**src/rtl/sort_pkg.sv**
```systemverilog
// Shared constants, FSM state codes and the array preload pattern for the
// selection-sort board top.
package sort_pkg;

    localparam int unsigned N  = 16;
    localparam int unsigned W  = 8;
    localparam int unsigned IW = $clog2(N);
    localparam int unsigned SW_W = 3;

    localparam logic [SW_W-1:0] ST_IDLE  = 3'd0;
    localparam logic [SW_W-1:0] ST_START = 3'd1;
    localparam logic [SW_W-1:0] ST_INIT  = 3'd2;
    localparam logic [SW_W-1:0] ST_SCAN  = 3'd3;
    localparam logic [SW_W-1:0] ST_SWAP  = 3'd4;
    localparam logic [SW_W-1:0] ST_DONE  = 3'd5;

    localparam logic [6:0] SSEG_BLANK = 7'h7F;

    // Unsorted power-on contents: (37*i + 91) mod 256
    function automatic logic [W-1:0] preload(input int unsigned idx);
        logic [31:0] v;
        v = 32'(37 * idx + 91);
        return W'(v % 256);
    endfunction

endpackage

```
**src/rtl/hex_to_sseg.sv**
```systemverilog
// 4-bit value to active-low 7-segment code, segment order {g,f,e,d,c,b,a}.
module hex_to_sseg (
    input  logic [3:0] i_hex,
    output logic [6:0] o_sseg
);

    always_comb begin
        o_sseg = 7'h7F;
        case (i_hex)
            4'h0: o_sseg = 7'h40;
            4'h1: o_sseg = 7'h79;
            4'h2: o_sseg = 7'h24;
            4'h3: o_sseg = 7'h30;
            4'h4: o_sseg = 7'h19;
            4'h5: o_sseg = 7'h12;
            4'h6: o_sseg = 7'h02;
            4'h7: o_sseg = 7'h78;
            4'h8: o_sseg = 7'h00;
            4'h9: o_sseg = 7'h10;
            4'hA: o_sseg = 7'h08;
            4'hB: o_sseg = 7'h03;
            4'hC: o_sseg = 7'h46;
            4'hD: o_sseg = 7'h21;
            4'hE: o_sseg = 7'h06;
            4'hF: o_sseg = 7'h0E;
            default: o_sseg = 7'h7F;
        endcase
    end

endmodule

```
**src/rtl/selection_sort_top.sv**
```systemverilog
// Board-level top: 16x8 register array, auto selection sort after reset,
// SW/KEY loading and re-sort, HEX/LEDR inspection.
module selection_sort_top
    import sort_pkg::*;
(
    input  logic       clk,
    input  logic       rst,
    input  logic [3:0] KEY,
    input  logic [9:0] SW,
    output logic [9:0] LEDR,
    output logic [6:0] HEX0,
    output logic [6:0] HEX1,
    output logic [6:0] HEX2,
    output logic [6:0] HEX3,
    output logic [6:0] HEX4,
    output logic [6:0] HEX5
);

    logic [3:0]      r_key_s1;
    logic [3:0]      r_key_s2;
    logic [3:0]      r_key_prev;
    logic [W-1:0]    r_mem [N];
    logic [SW_W-1:0] r_state;
    logic [SW_W-1:0] w_state_nxt;
    logic [IW-1:0]   r_i;
    logic [IW-1:0]   r_j;
    logic [IW-1:0]   r_min;
    logic [IW-1:0]   r_wr_ptr;
    logic            r_done;

    logic [3:0]      w_press;
    logic            w_accept;
    logic            w_wr_req;
    logic            w_sort_req;
    logic            w_less;
    logic            w_busy;
    logic [W-1:0]    w_view;
    logic [3:0]      w_state_code;
    logic            w_unused;

    // Key synchroniser and falling-edge (press) detect
    always_ff @(posedge clk or posedge rst) begin
        if (rst) begin
            r_key_s1   <= 4'hF;
            r_key_s2   <= 4'hF;
            r_key_prev <= 4'hF;
        end else begin
            r_key_s1   <= KEY;
            r_key_s2   <= r_key_s1;
            r_key_prev <= r_key_s2;
        end
    end

    assign w_press    = r_key_prev & ~r_key_s2;
    assign w_accept   = (r_state == ST_IDLE) || (r_state == ST_DONE);
    assign w_wr_req   = w_accept & w_press[0];
    assign w_sort_req = w_accept & w_press[1] & ~w_press[0];
    assign w_less     = r_mem[r_j] < r_mem[r_min];
    assign w_busy     = (r_state == ST_START) || (r_state == ST_INIT) ||
                        (r_state == ST_SCAN)  || (r_state == ST_SWAP);
    assign w_unused   = ^{w_press[3:2], SW[9:8]};

    always_comb begin
        w_state_nxt = r_state;
        case (r_state)
            ST_START: w_state_nxt = ST_INIT;
            ST_INIT:  w_state_nxt = ST_SCAN;
            ST_SCAN:  if (r_j == IW'(N - 1)) w_state_nxt = ST_SWAP;
            ST_SWAP:  w_state_nxt = (r_i == IW'(N - 2)) ? ST_DONE : ST_INIT;
            ST_IDLE, ST_DONE: begin
                if (w_wr_req)
                    w_state_nxt = ST_IDLE;
                else if (w_sort_req)
                    w_state_nxt = ST_START;
            end
            default:  w_state_nxt = ST_START;
        endcase
    end

    // Sort datapath, user writes and status flags
    always_ff @(posedge clk or posedge rst) begin
        if (rst) begin
            r_state  <= ST_START;
            r_i      <= '0;
            r_j      <= '0;
            r_min    <= '0;
            r_wr_ptr <= '0;
            r_done   <= 1'b0;
            for (int unsigned k = 0; k < N; k++)
                r_mem[k] <= preload(k);
        end else begin
            r_state <= w_state_nxt;
            case (r_state)
                ST_START: r_i <= '0;
                ST_INIT: begin
                    r_min <= r_i;
                    r_j   <= r_i + IW'(1);
                end
                ST_SCAN: begin
                    if (w_less)
                        r_min <= r_j;
                    if (r_j != IW'(N - 1))
                        r_j <= r_j + IW'(1);
                end
                ST_SWAP: begin
                    r_mem[r_i]   <= r_mem[r_min];
                    r_mem[r_min] <= r_mem[r_i];
                    if (r_i == IW'(N - 2))
                        r_done <= 1'b1;
                    else
                        r_i <= r_i + IW'(1);
                end
                default: ;
            endcase
            if (w_wr_req) begin
                r_mem[r_wr_ptr] <= SW[W-1:0];
                r_wr_ptr        <= r_wr_ptr + IW'(1);
                r_done          <= 1'b0;
            end else if (w_sort_req) begin
                r_done <= 1'b0;
            end
        end
    end

    assign w_view       = r_mem[SW[IW-1:0]];
    assign w_state_code = (r_state == ST_IDLE) ? 4'd0 :
                          (r_state == ST_DONE) ? 4'd2 : 4'd1;

    assign LEDR = {r_done, w_busy, 4'b0000, r_wr_ptr};
    assign HEX3 = SSEG_BLANK;

    hex_to_sseg u_hex0 (.i_hex(w_view[3:0]),   .o_sseg(HEX0));
    hex_to_sseg u_hex1 (.i_hex(w_view[7:4]),   .o_sseg(HEX1));
    hex_to_sseg u_hex2 (.i_hex(SW[3:0]),       .o_sseg(HEX2));
    hex_to_sseg u_hex4 (.i_hex(r_wr_ptr),      .o_sseg(HEX4));
    hex_to_sseg u_hex5 (.i_hex(w_state_code),  .o_sseg(HEX5));

endmodule

```
**config.mk**
```make
export PLATFORM = sky130hd
export DESIGN_NAME = selection_sort_top
export DESIGN_NICKNAME = d
export VERILOG_FILES = /design/src/rtl/sort_pkg.sv /design/src/rtl/hex_to_sseg.sv /design/src/rtl/selection_sort_top.sv
export SDC_FILE = /design/constraint.sdc
export NUM_CORES = 1
export LEC_CHECK = 0
export CAP_MARGIN = 5
export CORE_UTILIZATION = 45
export DETAILED_ROUTE_END_ITERATION = 7
export DONT_BUFFER_PORTS = 1
export GPL_ROUTABILITY_DRIVEN = 0
export MAX_ROUTING_LAYER = met4
export PLACE_DENSITY = 0.63
export SETUP_SLACK_MARGIN = 0.15
export SLEW_MARGIN = 30
export SYNTH_ARGS = -nofsm -noshare
export SYNTH_HDL_FRONTEND = slang
export SYNTH_SLANG_ARGS = --single-unit
```
**constraint.sdc**
```tcl
create_clock -name clk -period 13.3 [get_ports clk]
set_clock_uncertainty 0.15 [all_clocks]
set_input_delay 2.66 -clock clk [delete_from_list [all_inputs] [get_ports clk]]
set_output_delay 2.66 -clock clk [all_outputs]
set_load 0.01 [all_outputs]
```
==> results of run 1 <==
## final timing paths
kind,slack (ps),to,from,cells past startpoint
min in group asynchronous,2020,r_mem[59]$_DFF_PP0_,rst,1
worst max-delay path,5550,HEX1[3],SW[0],8
worst min register to register,210,r_key_s2[0]$_DFF_PP1_,r_key_s1[0]$_DFF_PP1_,0
worst max register to register,8810,r_min[1]$_DFFE_PP0P_,r_min[0]$_DFFE_PP0P_,12
max in group asynchronous,9720,r_mem[71]$_DFF_PP0_,rst,2
worst min-delay path,210,r_key_s2[0]$_DFF_PP1_,r_key_s1[0]$_DFF_PP1_,0
## Yosys cell counts, types with 5 or more instances
cell	number
sky130_fd_sc_hd__nand3b_1	11
sky130_fd_sc_hd__mux4_2	100
sky130_fd_sc_hd__o21ai_0	121
sky130_fd_sc_hd__ha_1	34
sky130_fd_sc_hd__mux4_1	22
sky130_fd_sc_hd__buf_4	27
sky130_fd_sc_hd__nor2_4	7
sky130_fd_sc_hd__xnor2_1	5
sky130_fd_sc_hd__mux2i_1	40
sky130_fd_sc_hd__inv_1	40
sky130_fd_sc_hd__o22ai_1	13
sky130_fd_sc_hd__nand2_2	5
sky130_fd_sc_hd__nor2b_1	13
sky130_fd_sc_hd__a221oi_1	113
sky130_fd_sc_hd__nand2b_1	6
sky130_fd_sc_hd__o221ai_1	8
sky130_fd_sc_hd__a2111oi_0	14
sky130_fd_sc_hd__nor2_1	91
sky130_fd_sc_hd__a22oi_1	23
sky130_fd_sc_hd__buf_6	15
sky130_fd_sc_hd__nand2_1	120
sky130_fd_sc_hd__a31oi_1	7
sky130_fd_sc_hd__and3_1	14
sky130_fd_sc_hd__nor3_1	39
sky130_fd_sc_hd__nand3_1	41
sky130_fd_sc_hd__dfrtp_1	85
sky130_fd_sc_hd__buf_1	8
sky130_fd_sc_hd__buf_2	33
sky130_fd_sc_hd__or3_1	71
sky130_fd_sc_hd__dfstp_2	69
sky130_fd_sc_hd__inv_2	8
sky130_fd_sc_hd__clkbuf_1	69
sky130_fd_sc_hd__and2_1	5
sky130_fd_sc_hd__a21oi_1	55
sky130_fd_sc_hd__mux2_2	22
sky130_fd_sc_hd__o21a_1	19
## metal layers
metal | wire length [um] | part of all wire (%)
met5 | 0 | 0
met4 | 4190 | 7.6
met3 | 8503 | 15
met2 | 22730 | 41
met1 | 19820 | 36
## state kept, by name (all words and copies together), names as in the netlist
register	cells
r_min	4
r_wr_ptr	4
r_done	1
r_i	4
r_mem	128
r_key_prev	2
r_key_s2	2
r_j	4
r_state	3
r_key_s1	2
## report_power, final
part	switching (W)	total [W]	internal [W]
logic	0.000972	0.00153	0.000556
registers	0.000117	0.000660	0.000543
clock network	0.000251	0.000504	0.000253
## worst reg2reg max path, delay by kind of cell, from the launching register on
| family | cells | cell delay (ps) |
|---|---|---|
| AO/OA/AOI/OAI | 5 | 1230 |
| adder cells (fa/ha/maj) | 1 | 330 |
| multiplexers | 2 | 980 |
| AND/OR/NAND/NOR | 2 | 250 |
| flip-flops | 1 | 340 |
| buffers and inverters | 2 | 1100 |
## cell families (layout without fill, tap and decap cells)
family / after synthesis / count (layout) / share of synthesized area (%)
and+or+nand+nor: 447 / 447 / 16.18
AOI/OAI and AO/OA: 402 / 402 / 19.83
buffers and inverters: 200 / 99 / 7.200
muxes: 185 / 185 / 25.06
DFF: 154 / 154 / 28.20
adders and majority gates: 34 / 34 / 3.045
xor gates and xnor gates: 7 / 7 / 0.4388
other: 2 / 14 / 0.05375
## placed cells by master (no fill, tap or decap), types with 36 or more instances in the layout
| cell type | synthesis | layout |
|---|---|---|
| sky130_fd_sc_hd__dfrtp_1 | 85 | 79 |
| sky130_fd_sc_hd__nor2_1 | 91 | 91 |
| sky130_fd_sc_hd__mux2i_1 | 40 | 40 |
| sky130_fd_sc_hd__nor3_1 | 39 | 36 |
| sky130_fd_sc_hd__mux4_2 | 100 | 100 |
| sky130_fd_sc_hd__nand2_1 | 120 | 120 |
| sky130_fd_sc_hd__a21oi_1 | 55 | 55 |
| sky130_fd_sc_hd__dfstp_2 | 69 | 69 |
| sky130_fd_sc_hd__a221oi_1 | 113 | 113 |
| sky130_fd_sc_hd__nand3_1 | 41 | 41 |
| sky130_fd_sc_hd__inv_1 | 40 | 39 |
| sky130_fd_sc_hd__or3_1 | 71 | 71 |
| sky130_fd_sc_hd__o21ai_0 | 121 | 121 |
## metrics by stage
step	power (W)	hold slack [ps]	setup slack, ps
after floorplan	0.001679	195.2	5854
after global placement	0.002084	195.4	5776
after detailed placement	0.002101	197.3	5750
after CTS	0.002608	210.0	5748
after global routing	0.002767	211.9	5580
final	0.002692	207.3	5552
## layout make-up
class	instances	area (um2)
fill	2854	16080
multi-input combinational	1087	9134
sequential	154	3948
tap	396	495.5
clock buffer	17	425.4
inverter	48	185.2
clock inverter	15	166.4
timing repair buffer	19	146.4
antenna	2	5.005
==> out/results.md, run 1 <==
### Finish
* 1738 — final cell count without fillers
* 47.42% — Finished Core Util
* 21.79% — fraction of layout instances using a drive strength above 1
* 1377 — nets
* 0.01451 mm2 — Final Instance Area
* 3.815% — layout overhead on the synthesized area

### Global routing
* met2 — busiest metal layer after global routing
* 49.50% — global-route track usage on met2
* 12230 — vias in the first global route
* 2 — antenna violations before repair
* 36.20% — aggregate global-route resource usage
* 11.00% — GR met3 Demand/Resource
* 0 — GR Overflow Total
* 46.61% — met1 GRT Util
* 79 — pin count of the biggest net entering global routing
* 80700 um — wire length of the first global-routing pass

### Critical path
* input pin — category of the worst setup path launch point
* compound AO/OA/AOI/OAI gates — cell family with most CP delay
* output port — CP Capture Type
* mux4_2 > a22oi_1 > nand2_1 > inv_1 > ha_1 > a21oi_1 > a311oi_1 > a21oi_1 — critical-path cell list
* sky130_fd_sc_hd__a21oi_1 — most frequent cell on the critical path
* sky130_fd_sc_hd__mux4_2 — cell with the largest stage delay on the worst path
* in2out — Worst Setup Path Type
* 1 — Buffers & Inverters on Critical Path
* 540 ps — Critical Path Max Stage Delay
* 4940 ps — CP Data Arrival Time
* 10490 ps — required time at the endpoint of the critical path
* 43 — maximum fanout along the worst path

### Clocking
* 4 — count of H-tree levels built during CTS
* 17 — TritonCTS Buffers
* 0 — buffers inserted during post-CTS setup optimization
* sky130_fd_sc_hd__clkbuf_16 — CTS Root Cell
* 0 — post-cts gate resize count
* 80 ps — clock transition at the registers of the reported paths
* 2 — buffers from clock root to sink, at most
* 450 ps — clock insertion delay at the later pin of the skew report
* yes — TritonCTS clock tree
* 0 — number of hold buffers added after CTS
* 154 — CTS Sinks

### Synthesis
* 1431 — Gate Count Post-Synth
* 0 — EDFF count, synth
* 9.764 um2 — Avg Synthesized Cell Area
* 0 — number of warnings reported in the yosys synthesis log
* 0.01397 mm2 — netlist area before placement
* sky130_fd_sc_hd__mux4_2 — post-synthesis cell type with the largest combined area
* sky130_fd_sc_hd__dfrtp_1 — dominant register cell in the synthesized netlist
* 28.20% — proportion of synthesized chip area in sequential cells
* sky130_fd_sc_hd__mux4_2, sky130_fd_sc_hd__dfrtp_1, sky130_fd_sc_hd__dfstp_2 — biggest area contributors in the synthesized netlist
* 69 — number of distinct library cell variants in the gate-level netlist after synthesis
* 16.12% — Yosys top cell area share
* 154 — Synth Register Bits
* 100.0% — fraction of registers with async set/reset

### Die
* 0.03176 mm2 — full die area
* 178.2 um — overall die width
* 178.2 um — Die Y-Extent
* 0.03059 mm2 — placeable core area
* 68 — I/O pin count
* 64 — # rows
* 45.68% — effective utilization at floorplan

### STA
* 1085 ps — measured slew at the worst slew-check pin
* 58.26% — portion of the clock cycle consumed by the worst path in the final layout
* 0 — number of max-slew violations in the final report
* 0 ps — Fin Setup TNS
* false — setup repair after global routing missed its margin
* 27.10% — relative slew slack
* 0 — Setup violations, final
* 7748 ps — minimum period implied by the final worst setup slack
* 0 — Hold Violations, Final
* 0.1291 GHz — highest achievable clock rate

### Min path
* reg2reg — type of the worst min-delay path

### Routing
* 13340 — total via count after detailed routing
* 7.677 — detailed-route vias per instance
* 8 — drt first pass iters
* 0 — Routed Antenna Nets
* 31.78 um — per-cell routed wire length
* 1 — remaining routing DRC violations
* 55240 um — final wirelength
* 2412 — Starting DRT DRC Count

### Run status
* finished, violations left — status
* DRC — violations in the final reports

### Run
* 0 — max-capacitance violation count

### Pwr
* 0.1124 mV — worst-case vdd ir drop
* 185.6 mW/mm2 — total power per unit cell area
* 5.612 nW — leakage power figure

### Placement
* 0.01388 mm2 — Cell Area, Placed
* 35940 um — estimated wirelength of the detail-placed design
* 1704 — DP Cell Count
* 0 — quantity of I/O buffers inserted on ports

Power figures use the tool's default switching activity.
==> inputs of run 2 (changes only) <==
- clock period: 13.3 -> 7.8 ns (I/O delays scaled with it)
==> run 2 against run 1 <==
  * The run still ends with DRC left
  * Setup slack lost 3200 ps
  * Via count barely moved
  * Largest cell class unchanged
  * Core utilization rose by 0.16 points
  * Clock power up 85%
  * Die area is the same
  * Global-route usage grew 0.53 points
  * Critical path type unchanged
  * Register-to-register slack got worse by 5700 ps
  * Largest power group unchanged
  * Combinational power rose by 67%
==> out/results.md, run 2 (synthesized netlist as in run 1, its figures left out) <==
### STA
* 0.1834 GHz — highest achievable clock rate
* 69.89% — portion of the clock cycle consumed by the worst path in the final layout
* 5451 ps — minimum period implied by the final worst setup slack
* 1033 ps — measured slew at the worst slew-check pin, -52.29 ps
* 0 — Hold Violations, Final, unchanged
* 31.14% — relative slew slack, +4.0 points
* 0 — number of max-slew violations in the final report, unchanged
* 0 — Setup violations, final, unchanged
* false — setup repair after global routing missed its margin
* 0 ps — Fin Setup TNS, unchanged
* 2349 ps — fin worst setup slack, -3203 ps
* 207.5 ps — worst slack on hold paths, +0.2200 ps

### Critical path
* sky130_fd_sc_hd__a21oi_1 — most frequent cell on the critical path
* 6090 ps — required time at the endpoint of the critical path, -4400 ps
* output port — CP Capture Type
* 3740 ps — CP Data Arrival Time, -1200 ps
* 560 ps — Critical Path Max Stage Delay, +20 ps
* sky130_fd_sc_hd__mux4_2 — cell with the largest stage delay on the worst path
* 3070 ps — FF-to-FF setup slack, -5740 ps
* input pin — category of the worst setup path launch point
* 1 — Buffers & Inverters on Critical Path, unchanged
* in2out — Worst Setup Path Type
* mux4_2 > a22oi_1 > nand2_1 > inv_1 > ha_1 > a21oi_1 > a311oi_1 > a21oi_1 — critical-path cell list
* compound AO/OA/AOI/OAI gates — cell family with most CP delay
* 43 — maximum fanout along the worst path, unchanged

### Die
* 0.03176 mm2 — full die area, unchanged
* 178.2 um — Die Y-Extent, unchanged
* 68 — I/O pin count, unchanged
* 0.03059 mm2 — placeable core area, unchanged
* 178.2 um — overall die width, unchanged
* 45.68% — effective utilization at floorplan, unchanged
* 64 — # rows, unchanged

### Clocking
* yes — TritonCTS clock tree
* 0 — post-cts gate resize count, unchanged
* 450 ps — clock insertion delay at the later pin of the skew report, about the same
* 70 ps — clock transition at the registers of the reported paths, about the same
* 4 — count of H-tree levels built during CTS, unchanged
* 2 — buffers from clock root to sink, at most, unchanged
* 17 — TritonCTS Buffers, unchanged
* 154 — CTS Sinks, unchanged
* 0 — number of hold buffers added after CTS, unchanged
* sky130_fd_sc_hd__clkbuf_16 — CTS Root Cell
* 0 — buffers inserted during post-CTS setup optimization, unchanged

### Global routing
* 80 — pin count of the biggest net entering global routing, +1.3%
* 12210 — vias in the first global route, -0.11%
* 0 — GR Overflow Total, unchanged
* 3 — antenna violations before repair, +1
* 36.73% — aggregate global-route resource usage, +0.53 points
* 81630 um — wire length of the first global-routing pass, +1.2%

### Placement
* 2510 ps — Setup WS pre-CTS, -3240 ps
* 0 — quantity of I/O buffers inserted on ports, unchanged
* 36160 um — estimated wirelength of the detail-placed design, +0.60%

### Pwr
* 321.9 mW/mm2 — total power per unit cell area, +73%
* 5.622 nW — leakage power figure, +0.18%
* 0.2082 mV — worst-case vdd ir drop, +85%

### Routing
* 55440 um — final wirelength, +0.37%
* 7.674 — detailed-route vias per instance, about the same
* 8 — drt first pass iters, unchanged
* 2396 — Starting DRT DRC Count, -0.66%
* 0 — Routed Antenna Nets, unchanged
* 2 — remaining routing DRC violations, +1
* 31.86 um — per-cell routed wire length, +0.25%
* 13350 — total via count after detailed routing, +0.082%

### Run
* 0 — max-capacitance violation count, unchanged

### Finish
* 47.57% — Finished Core Util, +0.16 points
* 128 — flip-flop count of the largest register after layout, unchanged
* 1378 — nets, +0.073%
* 21.92% — fraction of layout instances using a drive strength above 1, +0.13 points
* r_mem — Biggest register
* 2917 — fillcell total, +2.2%
* 4.155% — layout overhead on the synthesized area
* sky130_fd_sc_hd__o21ai_0, sky130_fd_sc_hd__nand2_1, sky130_fd_sc_hd__a221oi_1, sky130_fd_sc_hd__mux4_2, sky130_fd_sc_hd__nor2_1 — commonest cells after routing, fill and taps aside
* sky130_fd_sc_hd__o21ai_0 — leading cell type in the layout, fill and taps excluded

### Run status
* finished, violations left — status
* DRC — violations in the final reports

### Min path
* reg2reg — type of the worst min-delay path

-- run 2: cell types whose count changed in the layout (fill, tap and decap cells not counted), sizes merged --
| cell | before | now |
|---|---|---|
| clkinv | 6 | 0 |
| diode | 2 | 3 |
| buf | 19 | 20 |
| bufinv | 0 | 3 |
| clkinvlp | 0 | 3 |
-- run 2: power breakdown --
part	internal, W	total, W	switching, W
Combinational	0.000946	0.00256	0.00161
Sequential	0.000925	0.00120	0.000272
Clock	0.000517	0.000931	0.000415
Total	0.00239	0.00468	0.00230
-- run 2: layout make-up --
type                            count  area (um2)  area share [%]
Timing Repair Buffer               20       153.9           1.058
Sequential cell                   154        3948           27.13
Inverter                           48       185.2           1.272
Clock inverter                     15       198.9           1.367
Antenna cell                        3       7.507         0.05159
Clock buffer                       17       425.4           2.923
Tap cell                          396       495.5           3.405
Multi-Input combinational cell   1087        9139           62.80
-- run 2: final timing paths --
check / startpoint / to / depth (start not counted)
worst max register to register: r_min[0]$_DFFE_PP0P_ / r_min[0]$_DFFE_PP0P_ / 13
min in group asynchronous: rst / r_mem[48]$_DFF_PP0_ / 1
worst max-delay path: SW[0] / HEX1[3] / 8
worst min-delay path: r_key_s1[1]$_DFF_PP1_ / r_key_s2[1]$_DFF_PP1_ / 0
worst min register to register: r_key_s1[1]$_DFF_PP1_ / r_key_s2[1]$_DFF_PP1_ / 0
max in group asynchronous: rst / r_mem[73]$_DFF_PP0_ / 2
-- run 2: through the flow --
| step | cells | instance area [um2] | power [W] |
|---|---|---|---|
| after global placement | 1705 | 13880 | 0.003554 |
| after CTS | 1737 | 14520 | 0.004519 |
| after global routing | 1740 | 14550 | 0.004812 |
| after floorplan | 1441 | 14010 | 0.002862 |
| after detailed placement | 1705 | 13900 | 0.003584 |
| final | 1740 | 14550 | 0.004685 |
-- run 2: metal layers --
layer / up-vias / GRT usage, % / part of all wire (%)
li1: 5360 / - / -
met1: 6545 / 47.36 / 36
met2: 1180 / 48.88 / 41
met3: 268 / 12.83 / 15
met4: 0 / 22.74 / 7.2
met5: - / - / 0
